**src/rtl/pulse_stretch.sv**
```systemverilog
// Stretches single-cycle request pulses into fixed-width level pulses with a minimum low gap.
// Optional PULSE_STRETCH_RETRIGGER_EN: a request during the high phase extends it instead of queueing.
module pulse_stretch #(
    parameter int HIGH_CYCLES = 4,
    parameter int LOW_CYCLES  = 2,
    parameter int PEND_MAX    = 3
) (
    input  logic       clk,
    input  logic       rst,
    input  logic       p,
    output logic       a,
    output logic       busy,
    output logic [3:0] pend_cnt,
    output logic       ovf
);

    typedef enum logic [1:0] {
        IDLE,
        HIGH,
        LOW
    } state_t;

    localparam logic [7:0] H_LD  = 8'(HIGH_CYCLES - 1);
    localparam logic [7:0] L_LD  = 8'(LOW_CYCLES - 1);
    localparam logic [3:0] P_MAX = 4'(PEND_MAX);

    state_t     state, state_nx;
    logic [7:0] cnt, cnt_nx;
    logic [3:0] pend, pend_nx;
    logic       ovf_nx;
    logic       enq;

    always_ff @(posedge clk or posedge rst) begin
        if (rst) begin
            state <= IDLE;
            cnt   <= 8'd0;
            pend  <= 4'd0;
            ovf   <= 1'b0;
        end else begin
            state <= state_nx;
            cnt   <= cnt_nx;
            pend  <= pend_nx;
            ovf   <= ovf_nx;
        end
    end

    always_comb begin
        state_nx = state;
        cnt_nx   = cnt;
        pend_nx  = pend;
        ovf_nx   = 1'b0;
        enq      = 1'b0;
        unique case (state)
            IDLE: begin
                if (p) begin
                    state_nx = HIGH;
                    cnt_nx   = H_LD;
                end
            end
            HIGH: begin
`ifdef PULSE_STRETCH_RETRIGGER_EN
                if (p) begin
                    cnt_nx = H_LD;
                end else if (cnt == 8'd0) begin
                    state_nx = LOW;
                    cnt_nx   = L_LD;
                end else begin
                    cnt_nx = cnt - 8'd1;
                end
`else
                enq = p;
                if (cnt == 8'd0) begin
                    state_nx = LOW;
                    cnt_nx   = L_LD;
                end else begin
                    cnt_nx = cnt - 8'd1;
                end
`endif
            end
            LOW: begin
                if (cnt == 8'd0) begin
                    // A request on the exit edge is consumed directly, never queued
                    if (pend != 4'd0 || p) begin
                        state_nx = HIGH;
                        cnt_nx   = H_LD;
                        if (pend != 4'd0 && !p)
                            pend_nx = pend - 4'd1;
                    end else begin
                        state_nx = IDLE;
                    end
                end else begin
                    cnt_nx = cnt - 8'd1;
                    enq    = p;
                end
            end
            default: begin
                state_nx = IDLE;
                cnt_nx   = 8'd0;
            end
        endcase
        if (enq) begin
            if (pend < P_MAX)
                pend_nx = pend + 4'd1;
            else
                ovf_nx = 1'b1;
        end
    end

    assign a        = (state == HIGH);
    assign busy     = (state != IDLE);
    assign pend_cnt = pend;

endmodule

```
**config.mk**
```make
export PLATFORM = sky130hd
export DESIGN_NAME = pulse_stretch
export DESIGN_NICKNAME = d
export VERILOG_FILES = /design/src/rtl/pulse_stretch.sv
export SDC_FILE = /design/constraint.sdc
export NUM_CORES = 1
export LEC_CHECK = 0
export CORE_MARGIN = 1.5
export CORE_UTILIZATION = 39
export CTS_CLUSTER_SIZE = 10
export DETAILED_ROUTE_END_ITERATION = 10
export PLACE_DENSITY = 0.55
export SLEW_MARGIN = 0
export SYNTH_ARGS = -nofsm -noshare
export SYNTH_HDL_FRONTEND = slang
export SYNTH_SLANG_ARGS = --single-unit
```
**constraint.sdc**
```tcl
create_clock -name clk -period 4.2 [get_ports clk]
set_input_delay 0.63 -clock clk [delete_from_list [all_inputs] [get_ports clk]]
set_output_delay 0.63 -clock clk [all_outputs]
set_load 0.1 [all_outputs]
```
After elaboration in Yosys (flattened, before gate mapping)
Cells that the tools add are included.
Widths: inputs -> output; s select.

storage, ports and cells
  output and inout bits = 7
  input bits = 3
  word-level logic and storage cells = 43
  register bits after elaboration = 15

cells by class
  $lt $le $gt $ge = 1
  $add $sub $neg = 3
  reductions and logical operators = 9
  multiplexer cells = 20
  equal/unequal tests = 6

operator list
  operator             number
  $mux 8               4
  $mux 4               6
  $pmux 8 s3           1
  $logic_not 8->1      1
  $sub 8x1->8 const B  1
  $mux 2               3
  $pmux 2 s3           1
  $add 4x1->4 const B  1
  $lt 4x2->1 const B   1
  $mux 1               4
  $ne 2x2->1 const B   2
  $reduce_bool 4->1    1
  $sub 4x1->4 const B  1
  $ne 3x3->1 const B   1
  $reduce_and 3->1     1
  $eq 2x1->1 const B   1
  $eq 2x2->1 const B   1
  $logic_not 2->1      1
  $ne 2x1->1 const B   1
  $pmux 1 s2           1
  $reduce_and 2->1     1
  $reduce_bool 2->1    1
  $logic_and 1x1->1    1
  $logic_not 1->1      1
  $logic_or 1x1->1     1

Depth between registers and ports, before layout
Gate-level depths: netlist of the first run.

  word-level depth = 8
  gate-level depth with buffers = 7

Worst setup path after synthesis of the first run
OpenSTA, ideal clock, no wires.

  path type = register to register
  from = reg pend[0], in the netlist pend_cnt[0]
  to = reg cnt[5]
  cell stages (with the launch flop) = 8
  path slack = 1.972 ns
  buffers on the path = 0
  data required time = 4.090 ns
  period minus slack after synthesis = 2.228 ns
  arrival time = 2.118 ns
  cell sequence = dfrtp_1 -> inv_1 -> ha_1 -> nor3b_1 -> inv_1 -> o21ai_1 -> o21ai_0 -> o41ai_1

between the ends
  word-level cells in the longest chain between the ends = 4

RTL lines
  item                        RTL line  RTL
  start, declared             29        logic [3:0] pend, pend_nx;
  start signal, assigned      42        pend <= pend_nx;
  $reduce_bool 4->1           83        if (pend != 4'd0 || p) begin
  $logic_or 1x1->1            83
  $ne 3x3->1 (no line)        -
  $reduce_and 2->1 (no line)  -
  end signal, assigned        41        cnt <= cnt_nx;
  end, declared               28        logic [7:0] cnt, cnt_nx;

No other way between the ends.
A chain may end at the register's enable or synchronous reset.

Final worst setup path of the first run
  from = reg state[0]
  to = out busy

between the ends
  word-level cells in the longest chain between the ends = 1

RTL lines
  item                    RTL line  RTL
  start, declared         27        state_t state, state_nx;
  start signal, assigned  40        state <= state_nx;
  $reduce_bool 2->1       110       assign busy = (state != IDLE);
  end, declared           12        output logic busy,

No other way between the ends.

==> results of run 1 <==
==> flip-flops by register name (all words and copies together) (netlist names) <==
| name | flops |
|---|---|
| cnt | 8 |
| state | 2 |
| pend_cnt | 4 |
| ovf | 1 |
==> cell usage after synthesis, types with 2 or more instances <==
cell type	count
dfrtp_1	15
nor2_1	13
o21ai_0	11
inv_1	9
ha_1	7
nand2_1	7
a21oi_1	4
nand2b_1	3
nor3_1	3
nor3_2	3
o31ai_1	3
a21boi_0	2
o41ai_1	2
o41ai_2	2
==> cell families after synthesis <==
group,after synthesis
buf+inv,9
compound gates,33
simple gates,41
xor+xnor,1
fa+ha+maj,7
flops,15
==> through the flow <==
stage / cells / utilization, % / hold WS (ns) / instance area [um^2] / setup WS, ns
2_1_floorplan: 106 / - / 0.488 / 1000 / 1.97
3_3_place_gp: 145 / 46.1 / 0.529 / 1130 / 1.67
3_5_place_dp: 145 / 46.1 / 0.543 / 1130 / 1.63
4_1_cts: 149 / 47.2 / 0.566 / 1160 / 1.29
5_1_grt: 149 / 47.2 / 0.589 / 1160 / 1.20
6_report: 149 / 47.2 / 0.567 / 1160 / 1.31
==> area by class of cell <==
type	instances	area [um^2]
Multi-Input combinational cell	82	596
Timing Repair Buffer	9	90.1
Inverter	9	33.8
Tap cell	30	37.5
Sequential cell	15	375
Clock buffer	4	26.3
Fill cell	240	1300
==> cell usage in the layout (no fill, tap or decap) <==
cell / Yosys / routed
or3b_4: 1 / 1
a21boi_1: 1 / 1
dfrtp_1: 15 / 15
xnor2_1: 1 / 1
or3_4: 1 / 1
nand2b_1: 3 / 3
o31ai_4: 1 / 1
o31ai_1: 3 / 3
clkbuf_4: 0 / 3
o21ai_1: 1 / 1
nor3b_2: 1 / 1
o41ai_1: 2 / 2
ha_1: 7 / 7
nand3_2: 1 / 1
a211oi_1: 1 / 1
nor4_1: 1 / 1
nand2_1: 7 / 7
nor3b_4: 1 / 1
nor3_2: 3 / 3
a41o_1: 1 / 1
clkdlybuf4s50_1: 0 / 9
or4_4: 1 / 1
or4_1: 1 / 1
nand3_1: 1 / 1
a21oi_1: 4 / 4
o21ai_0: 11 / 11
o21ba_2: 1 / 1
a31oi_1: 1 / 1
nand4_1: 1 / 1
o41ai_2: 2 / 2
clkbuf_1: 0 / 1
nor3_1: 3 / 3
inv_1: 9 / 9
a21boi_0: 2 / 2
o2111ai_1: 1 / 1
a21o_1: 1 / 1
nor3b_1: 1 / 1
nor2_1: 13 / 13
and3_1: 1 / 1
==> layer usage <==
layer  vias to the layer above  track usage, %
li1                        418               -
met1                       403            24.4
met5                         -               0
met4                         0            6.41
met3                         2            3.33
met2                        11            24.8
==> worst max-delay path, cell delays in order, from the launching register on <==
cell and delay, ns:
dfrtp_1 0.41, inv_1 0.08, ha_1 0.25, inv_1 0.10, clkdlybuf4s50_1 1.13
==> worst paths after layout <==
check,from,endpoint,slack [ns],depth (start not counted)
max,state[0],busy,1.31,4
min in group asynchronous,rst,state[0],0.71,2
max reg2reg,pend_cnt[0],cnt[5],2.11,7
min reg2reg,state[0],state[0],0.57,2
max in group asynchronous,rst,state[1],3.11,2
min,state[0],state[0],0.57,2
==> results.cfg, run 1 <==
[die]
core_area_mm2 = 0.00245
die_y_um = 53.8
io_pins = 10
placement_rows = 18
start_util_pct = 40.9
die_w_um = 53.8
dieArea_mm2 = 0.00289

[detailed_routing]
vias = 834
drt_drc_violations_left = 0
antenna_left = 0
drt_iter0_markers = 16
dr_wl_met3_um = 50
drtPass1Iterations = 4
route.met2.wl_um = 911
wl_um = 2020
top_layer_used = met4
wl_per_cell_um = 13.6
wl_met1_um = 1050
vias_per_cell = 5.60

[synthesis]
syn_avg_cell_area_um2 = 9.48
synth.area.mux_share_pct = 0
synth_area_mm2 = 0.00100
synth_top_area_share_pct = 37.4
synth_fp_nets = 116
ys_types = 36
synth_area_leaders = dfrtp_1, ha_1, o21ai_0, nor2_1, inv_1
synthXorXnorAreaFrac_pct = 0.872
yosys.area_share.simple_pct = 25.2
synthCells = 106
synth_top_family_by_area = simple AND/OR/NAND/NOR gates
synthAdderAreaFrac_pct = 8.72
yosysTopAreaCell = dfrtp_1
synth_compound_gate_area_share_pct = 24.5
synth-edff-count = 0
ys_seq_elements = 15
seq_area_frac_synth_pct = 37.4
async_flop_share_pct = 100
yosysWarnings = 0
synthFlopType = dfrtp_1

[clock_network]
cts_tree = built
hold_buffers = 0
clk_pin_slew_ns = 0.09
clk_path_buf_depth = 2
cts-root-buf = clkbuf_4
clock-sinks = 15
htree_levels = 1
cts_setup_buffers = 0
cts-resized-gates = 0
insertion_delay_ns = 0.28
cts_inserted_buffers = 3

[global_route]
grt_pass1_vias = 767
track_usage_pct = 16.9
grt_pass1_wl_um = 3480
grt.overflow.total = 0
grt_start_max_net_pins = 16
antenna_found_initial = 0

[setup_path]
cp_max_fo = 4
start_kind = flip-flop
setup.worst_path.class = flip-flop to primary output
required_ns = 3.57
crit_arrival_ns = 2.26
cp-end-kind = primary output

[timing]
setup_violations = 0
max_freq_mhz = 347
setup-tns-final_ns = 0
fin_crit_sh_pct = 68.7
finalHoldViolations = 0
finClkSkew_ns = 0.00451
period_needed_ns = 2.89
rsz0062_at_grt = false
slew_headroom_pct = 35.3
tightest_slew_ns = 0.968
slew_violations = 0

[flow_run]
max_cap_viol_count = 0

[placement]
place.gp.congestion = 0.749
hpwl_um = 1530
io_buffers = 9

[final_layout]
final_layout_size_suffix_gt1_share_pct = 13.4
area_growth_pct = 15.3
layout.nets = 130
diodes = 0

[status]
outcome = completed

[worst_hold_path]
hold_path.class = flip-flop to flip-flop
Power of run 1 is not shown: default switching activity piles up to over one toggle a cycle in this logic, so the estimate is an artifact.
==> run 2: changes to the inputs <==
- clock period: 4.2 -> 2.8 ns (I/O delays scaled with it)
==> results.cfg, run 2 (synthesis results as in run 1) <==
[status]
outcome = completed

[die]
core_area_mm2 = 0.00245
dieArea_mm2 = 0.00289
die_y_um = 53.8
start_util_pct = 40.9
placement_rows = 18
die_w_um = 53.8
io_pins = 10

[global_route]
grt_pass1_wl_um = 3610
track_usage_pct = 17.5
grt_pass1_vias = 782
grt.overflow.total = 0
antenna_found_initial = 0
grt_start_max_net_pins = 16

[setup_path]
setup.worst_path.class = flip-flop to flip-flop
path_buf_inv = 2
r2r_end = cnt[4]
path_cells = inv_1 > ha_1 > nor3b_1 > inv_1 > o21ai_1 > o21ai_0 > o31ai_1
cp-end-kind = flip-flop
cp_top_family = compound AO/OA/AOI/OAI gates
cp_max_fo = 8
reg2reg_from = pend_cnt[0]
crit_top_cell = inv_1
start_kind = flip-flop
crit_path_top_delay_cell = o21ai_1
crit_arrival_ns = 2.24
worst-r2r-setup-slack_ns = 0.76
max_stage_delay_ns = 0.48
ff2ff_path_depth = 7
required_ns = 3.00
cp_num_cells = 7

[final_layout]
diodes = 0
final_layout_size_suffix_gt1_share_pct = 19.3
layout.nets = 130
final_core_util_pct = 46.5
design_area_mm2 = 0.00114
final_common_cell = dfrtp_1
regMostFlops = cnt
area_growth_pct = 13.6
fillers = 258
largest_reg_flops = 8
layout_common_cells = dfrtp_1, nor2_1, o21ai_0

[detailed_routing]
wl_um = 2070
vias_per_cell = 5.42
drt_drc_violations_left = 0
drtPass1Iterations = 3
wl_per_cell_um = 13.9
drt_iter0_markers = 18
vias = 807
antenna_left = 0

[clock_network]
clk_pin_slew_ns = 0.09
cts_tree = built
hold_buffers = 0
clk_path_buf_depth = 2
cts_inserted_buffers = 3
clock-sinks = 15
htree_levels = 1
cts_setup_buffers = 0
cts-resized-gates = 0
insertion_delay_ns = 0.29
cts-root-buf = clkbuf_4

[timing]
fin_crit_sh_pct = 73.0
setup-tns-final_ns = 0
rsz0062_at_grt = false
slew_headroom_pct = 61.1
max_freq_mhz = 489
finalHoldViolations = 0
period_needed_ns = 2.04
tightest_slew_ns = 0.582
slew_violations = 0
setup_violations = 0
worst_slack_ns = 0.756
finClkSkew_ns = 0.00594

[placement]
post-place-ws_ns = 0.627
place.gp.congestion = 0.749
io_buffers = 9
hpwl_um = 1600
place_area_mm2 = 0.00111

[flow_run]
max_cap_viol_count = 0

[worst_hold_path]
hold_path.class = input pin to asynchronous set/reset pin
run 2: cell types whose count changed in the layout (fill, tap and decap cells not counted):
cell	delta
clkdlybuf4s50_1	-7
buf_4	+7
run 2: worst max-delay path by stage:
stage / slack, ns / endpoint / start
floorplan: 0.57 / cnt[5] / pend_cnt[0]
global placement: 0.71 / cnt[5] / p
detailed placement: 0.63 / cnt[5] / p
CTS: 0.72 / cnt[5] / pend_cnt[0]
global route: 0.43 / cnt[3] / pend_cnt[0]
finish: 0.76 / cnt[4] / pend_cnt[0]
run 2: through the flow:
| stage | instances | hold WS, ns |
|---|---|---|
| after floorplan | 106 | 0.321 |
| after global placement | 145 | 0.531 |
| after detailed placement | 145 | 0.527 |
| after CTS | 149 | 0.508 |
| after global routing | 149 | 0.552 |
| final | 149 | 0.480 |
run 2: layout make-up:
type	count	area, um^2	share of cell area [%]
multi-input cells	82	596	52.2
flip-flops and latches	15	375	32.9
repair buffers	9	72.6	6.36
well taps	30	37.5	3.29
inverters	9	33.8	2.96
clock buffers	4	26.3	2.30
run 2: per-layer routing:
layer / share of wire, % / GRT usage, % / vias up
li1: - / - / 415
met1: 52 / 22.9 / 380
met2: 45 / 27.6 / 10
met3: 3.1 / 5.83 / 2
met4: 0.72 / 3.85 / 0
met5: 0 / 0 / -
run 2: worst register-to-register path, cell delays in order, from the launching register on:
cell	delay [ns]
dfrtp_1	0.41
inv_1	0.10
ha_1	0.20
nor3b_1	0.37
inv_1	0.11
o21ai_1	0.48
o21ai_0	0.19
o31ai_1	0.10
Power of run 2 is left out for the same reason.
==> run 3: changes to the inputs <==
- clock period: 2.8 -> 2.1 ns (I/O delays scaled with it)
==> results.cfg, run 3 (synthesis results as in run 1) <==
[global_route]
top_usage_layer = met2
grt.overflow.total = 0
use_met2_pct = 27.4
grt_pass1_wl_um = 3750
grtUsageMet1_pct = 24.1
track_usage_pct = 18.2
grt_start_max_net_pins = 16
grt_pass1_vias = 827
antenna_found_initial = 0
grtUsageMet3_pct = 5.83

[clock_network]
cts-root-buf = clkbuf_4
cts-resized-gates = 0
cts_setup_buffers = 0
cts_inserted_buffers = 3
insertion_delay_ns = 0.28
clk_pin_slew_ns = 0.09
clock-sinks = 15
cts_tree = built
htree_levels = 1
clk_path_buf_depth = 2
hold_buffers = 0

[placement]
place_area_mm2 = 0.00116
dp_cells = 147
hpwl_um = 1600
io_buffers = 9
place.gp.congestion = 0.775

[final_layout]
layout_common_cells = nor2_1, dfrtp_1, o21ai_0
final_layout_size_suffix_gt1_share_pct = 23.1
design_area_mm2 = 0.00119
regMostFlops = cnt
stdcell_count = 151
diodes = 0
layout.nets = 132
multi_input_area_um2 = 598
regArea_um2 = 378
largest_reg_flops = 8
fillers = 239
area_growth_pct = 18.1

[detailed_routing]
drt_iter0_markers = 10
vias_per_cell = 5.56
vias = 839
wl_per_cell_um = 14.0
antenna_left = 0
drtPass1Iterations = 4
wl_um = 2120
drt_drc_violations_left = 0

[die]
placement_rows = 18
die_w_um = 53.8
die_y_um = 53.8
io_pins = 10
dieArea_mm2 = 0.00289
start_util_pct = 40.9
core_area_mm2 = 0.00245

[setup_path]
cp_top_family = simple AND/OR/NAND/NOR gates
required_ns = 2.28
startpoint = cnt[0]
cp-end-kind = flip-flop
crit_arrival_ns = 2.11
cp_max_fo = 5
r2r_end = pend_cnt[3]
path_buf_inv = 1
ff2ff_path_depth = 6
crit_path_top_delay_cell = or4_4
reg2reg_from = cnt[0]
max_stage_delay_ns = 0.45
start_kind = flip-flop
path_cells = inv_1 > ha_1 > nor3b_4 > nand3_2 > or4_4 > a21o_1
worst-r2r-setup-slack_ns = 0.18
setup.worst_path.class = flip-flop to flip-flop

[timing]
tightest_slew_ns = 0.591
finalHoldViolations = 0
rsz0062_at_grt = false
slew_headroom_pct = 60.6
max_freq_mhz = 520
setup-tns-final_ns = 0
finClkSkew_ns = 0.000667
slew_violations = 0
fin_crit_sh_pct = 91.6
setup_violations = 0
period_needed_ns = 1.92

[status]
outcome = completed

[worst_hold_path]
hold_path.class = input pin to asynchronous set/reset pin

[flow_run]
max_cap_viol_count = 0
[run 3: changes by cell type in the layout (fill, tap and decap cells not counted)]
cell and change:
ha_1 -1, dfrtp_2 +2, dfrtp_1 -2, ha_2 +1
buf_12 +2
[run 3: layout make-up]
type / count / share of cell area, %
Multi-Input combinational cell: 82 / 50.4
Sequential cell: 15 / 31.9
Timing Repair Buffer: 11 / 9.49
Tap cell: 30 / 3.16
Inverter: 9 / 2.85
Clock buffer: 4 / 2.22
[run 3: worst max-delay path by stage]
| stage | to | slack (ns) | cells after the start |
|---|---|---|---|
| 2_1_floorplan | cnt[5] | 0.08 | 7 |
| 3_3_place_gp | pend_cnt[3] | 0.20 | 5 |
| 3_5_place_dp | pend_cnt[3] | 0.17 | 5 |
| 4_1_cts | pend_cnt[3] | 0.18 | 6 |
| 5_1_grt | pend_cnt[0] | 0.003 | 7 |
| 6_report | pend_cnt[3] | 0.18 | 6 |
[run 3: routing by layer]
metal  routed length, um  share of wire, %
met1                1010                48
met2                 963                45
met3                 106               5.0
met4                  35               1.7
met5                   0                 0
[run 3: per-stage QoR]
step	util (%)	setup slack, ns	hold slack [ns]
after floorplan	-	0.0783	0.216
after global placement	47.2	0.200	0.534
after detailed placement	47.2	0.167	0.541
after CTS	48.3	0.185	0.415
after global routing	48.3	0.00250	0.452
final	48.3	0.175	0.387
[run 3: worst reg2reg max path, delay by kind of cell (launching register included)]
kind | cells | cell delay [ns]
buffers and inverters | 1 | 0.07
adder cells (fa/ha/maj) | 1 | 0.20
AO/OA/AOI/OAI | 1 | 0.19
AND/OR/NAND/NOR | 3 | 0.94
flip-flops | 1 | 0.43
Power of run 3 is left out for the same reason.
==> variant, RTL diff (flow settings as in run 3) <==
The option `PULSE_STRETCH_RETRIGGER_EN` is turned on by a define.
--- a/src/rtl/pulse_stretch.sv
+++ b/src/rtl/pulse_stretch.sv
@@ -1,5 +1,7 @@
 // Stretches single-cycle request pulses into fixed-width level pulses with a minimum low gap.
 // Optional PULSE_STRETCH_RETRIGGER_EN: a request during the high phase extends it instead of queueing.
+`define PULSE_STRETCH_RETRIGGER_EN
+
 module pulse_stretch #(
     parameter int HIGH_CYCLES = 4,
     parameter int LOW_CYCLES  = 2,
Function: changed (Yosys sat finds a counterexample within 4 cycles, from zero or initial values and one cycle with rst high).
==> variant against run 3 <==
  * Critical path depth unchanged
  * Sequential cell count unchanged
  * Wire length decreased by 7.1%
  * Worst setup slack got worse by 46 ps
  * Sequential share of layout area increased by 1.3 points
  * Non-clock buffer count increased by 4
  * Area after synthesis decreased by 6.4%
  * Cell area decreased by 3.8%
  * Fmax decreased by 2.3%
  * Largest cell class unchanged
  * Utilization increased by 2.3 points
==> variant: results (changes against run 3) <==
* CTS buffer count at 3 (unchanged)
* Slew HR at 0.605 (was 0.606)
* Leakage at 0.507 nW
* Non-filler cells, final at 143 (was 151)
* GRT Overall Usage at 0.184 (was 0.182)
* Hpwl dp at 1450 um (was 1600 um)
* First DRT Iteration DRCs at 6 (was 10)
* Complex-gate fraction of the synthesized area at 0.226 (was 0.245)
* Syn_nets at 105 (was 116)
* Skew final at 4.50 ps (was 0.667 ps)
* Post-Synth XOR/XNOR Area at 0.0279 (was 0.00872)
* Total power at 1.49 mW
* Syn_area_per_cell at 9.50 sq um (was 9.48 sq um)
* Sequential share of the synthesized area at 0.399 (was 0.374)
* Status: finished clean (unchanged)
* Slowest CP cell: or3b_2 (was or4_4)
* Worst Path Max Fanout at 8 (was 5)
* Commonest cells in the netlist: dfrtp_1 (15), inv_1 (9), a21oi_1 (8) (was dfrtp_1 (15), nor2_1 (13), o21ai_0 (11))
* Hold/Removal Path Class: in2async (unchanged)
* Worst reg2reg setup slack at 130 ps (was 180 ps)
* R2r startpoint: pend_cnt[0] (was cnt[0])
* Vias in the first global route at 785 (was 827)
* Reg2reg end: cnt[0] (was pend_cnt[3])
* Slowest stage delay, CP at 530 ps (was 450 ps)
* Clk slew on worst S/H paths at 100 ps
* Vias at 796 (was 839)
* Drt wl/cell at 13.8 um (was 14.0 um)
* Area contributors post-synth: dfrtp_1 (40%), a31oi_1 (4.7%), a21oi_1 (4.3%) (was dfrtp_1 (37%), ha_1 (8.7%), o21ai_0 (5.5%))
* Nets at 122 (was 132)
* Initial antenna violation count at 0 (unchanged)
* Unique masters post-synth at 40 (was 36)
* Clock buffer depth at 2 (unchanged)
* Post-synthesis adder-cell area fraction at 0.0399 (was 0.0872)
* Fraction of layout cells with a size suffix above 1 at 0.252 (was 0.231)
* CP arrival at 2150 ps (was 2110 ps)
* Mux cell area share after synthesis at 0.0106 (was 0)
* Filler cells at 225 (was 239)
## variant: cell count changes after synthesis, moves of 4 or more
cell     before  now
nor2_1       13    4
o21ai_0      11    1
ha_1          7    3
a31oi_1       1    7
a21oi_1       4    8
## variant: worst max-delay path, delay by kind of cell, from the launching register on
kind                     cells  cell delay [ps]
buffers and inverters        1               70
AO/OA/AOI/OAI                2              500
AND/OR/NAND/NOR              2              680
adder cells (fa/ha/maj)      1              180
flip-flops                   1              450
## variant: area by class of cell
cell class,instances,share of cell area
tap,28,0.0307
timing repair buffer,15,0.125
inverter,9,0.0296
sequential,15,0.331
clock inverter,1,0.00439
clock buffer,3,0.0197
multi-input combinational,72,0.459
## variant: worst min-delay path by stage
stage | startpoint | endpoint | slack, ps | cells past startpoint
after global routing | rst | pend_cnt[3] | 460 | 2
final | rst | cnt[1] | 390 | 2
after global placement | pend_cnt[3] | pend_cnt[3] | 500 | 1
after detailed placement | pend_cnt[0] | pend_cnt[0] | 510 | 1
after floorplan | rst | cnt[0] | 220 | 1
after CTS | rst | cnt[0] | 410 | 2
## variant: logic make-up after synthesis
group           after synthesis
fa+ha+maj                     3
xor+xnor                      3
mux                           1
simple gates                 36
flops                        15
buf+inv                      12
compound gates               29
## variant: layer usage
layer  global-route usage  vias to the layer above  routed length, um
met5                    0                        -                  0
met1                0.253                      384                965
li1                     -                      404                  -
met3               0.0431                        2                 37
met2                0.285                        6                948
met4               0.0526                        0                 16
## variant: per-stage QoR
step | TNS [ps] | worst slack (ps) | cell area (sq um) | hold slack (ps)
after floorplan | -22.7 | -22.7 | 946 | 216
final | 0 | 129 | 1140 | 385
after detailed placement | 0 | 88.5 | 1110 | 507
after CTS | 0 | 63.4 | 1140 | 412
after global routing | 0 | 25.1 | 1140 | 457
after global placement | 0 | 131 | 1110 | 502
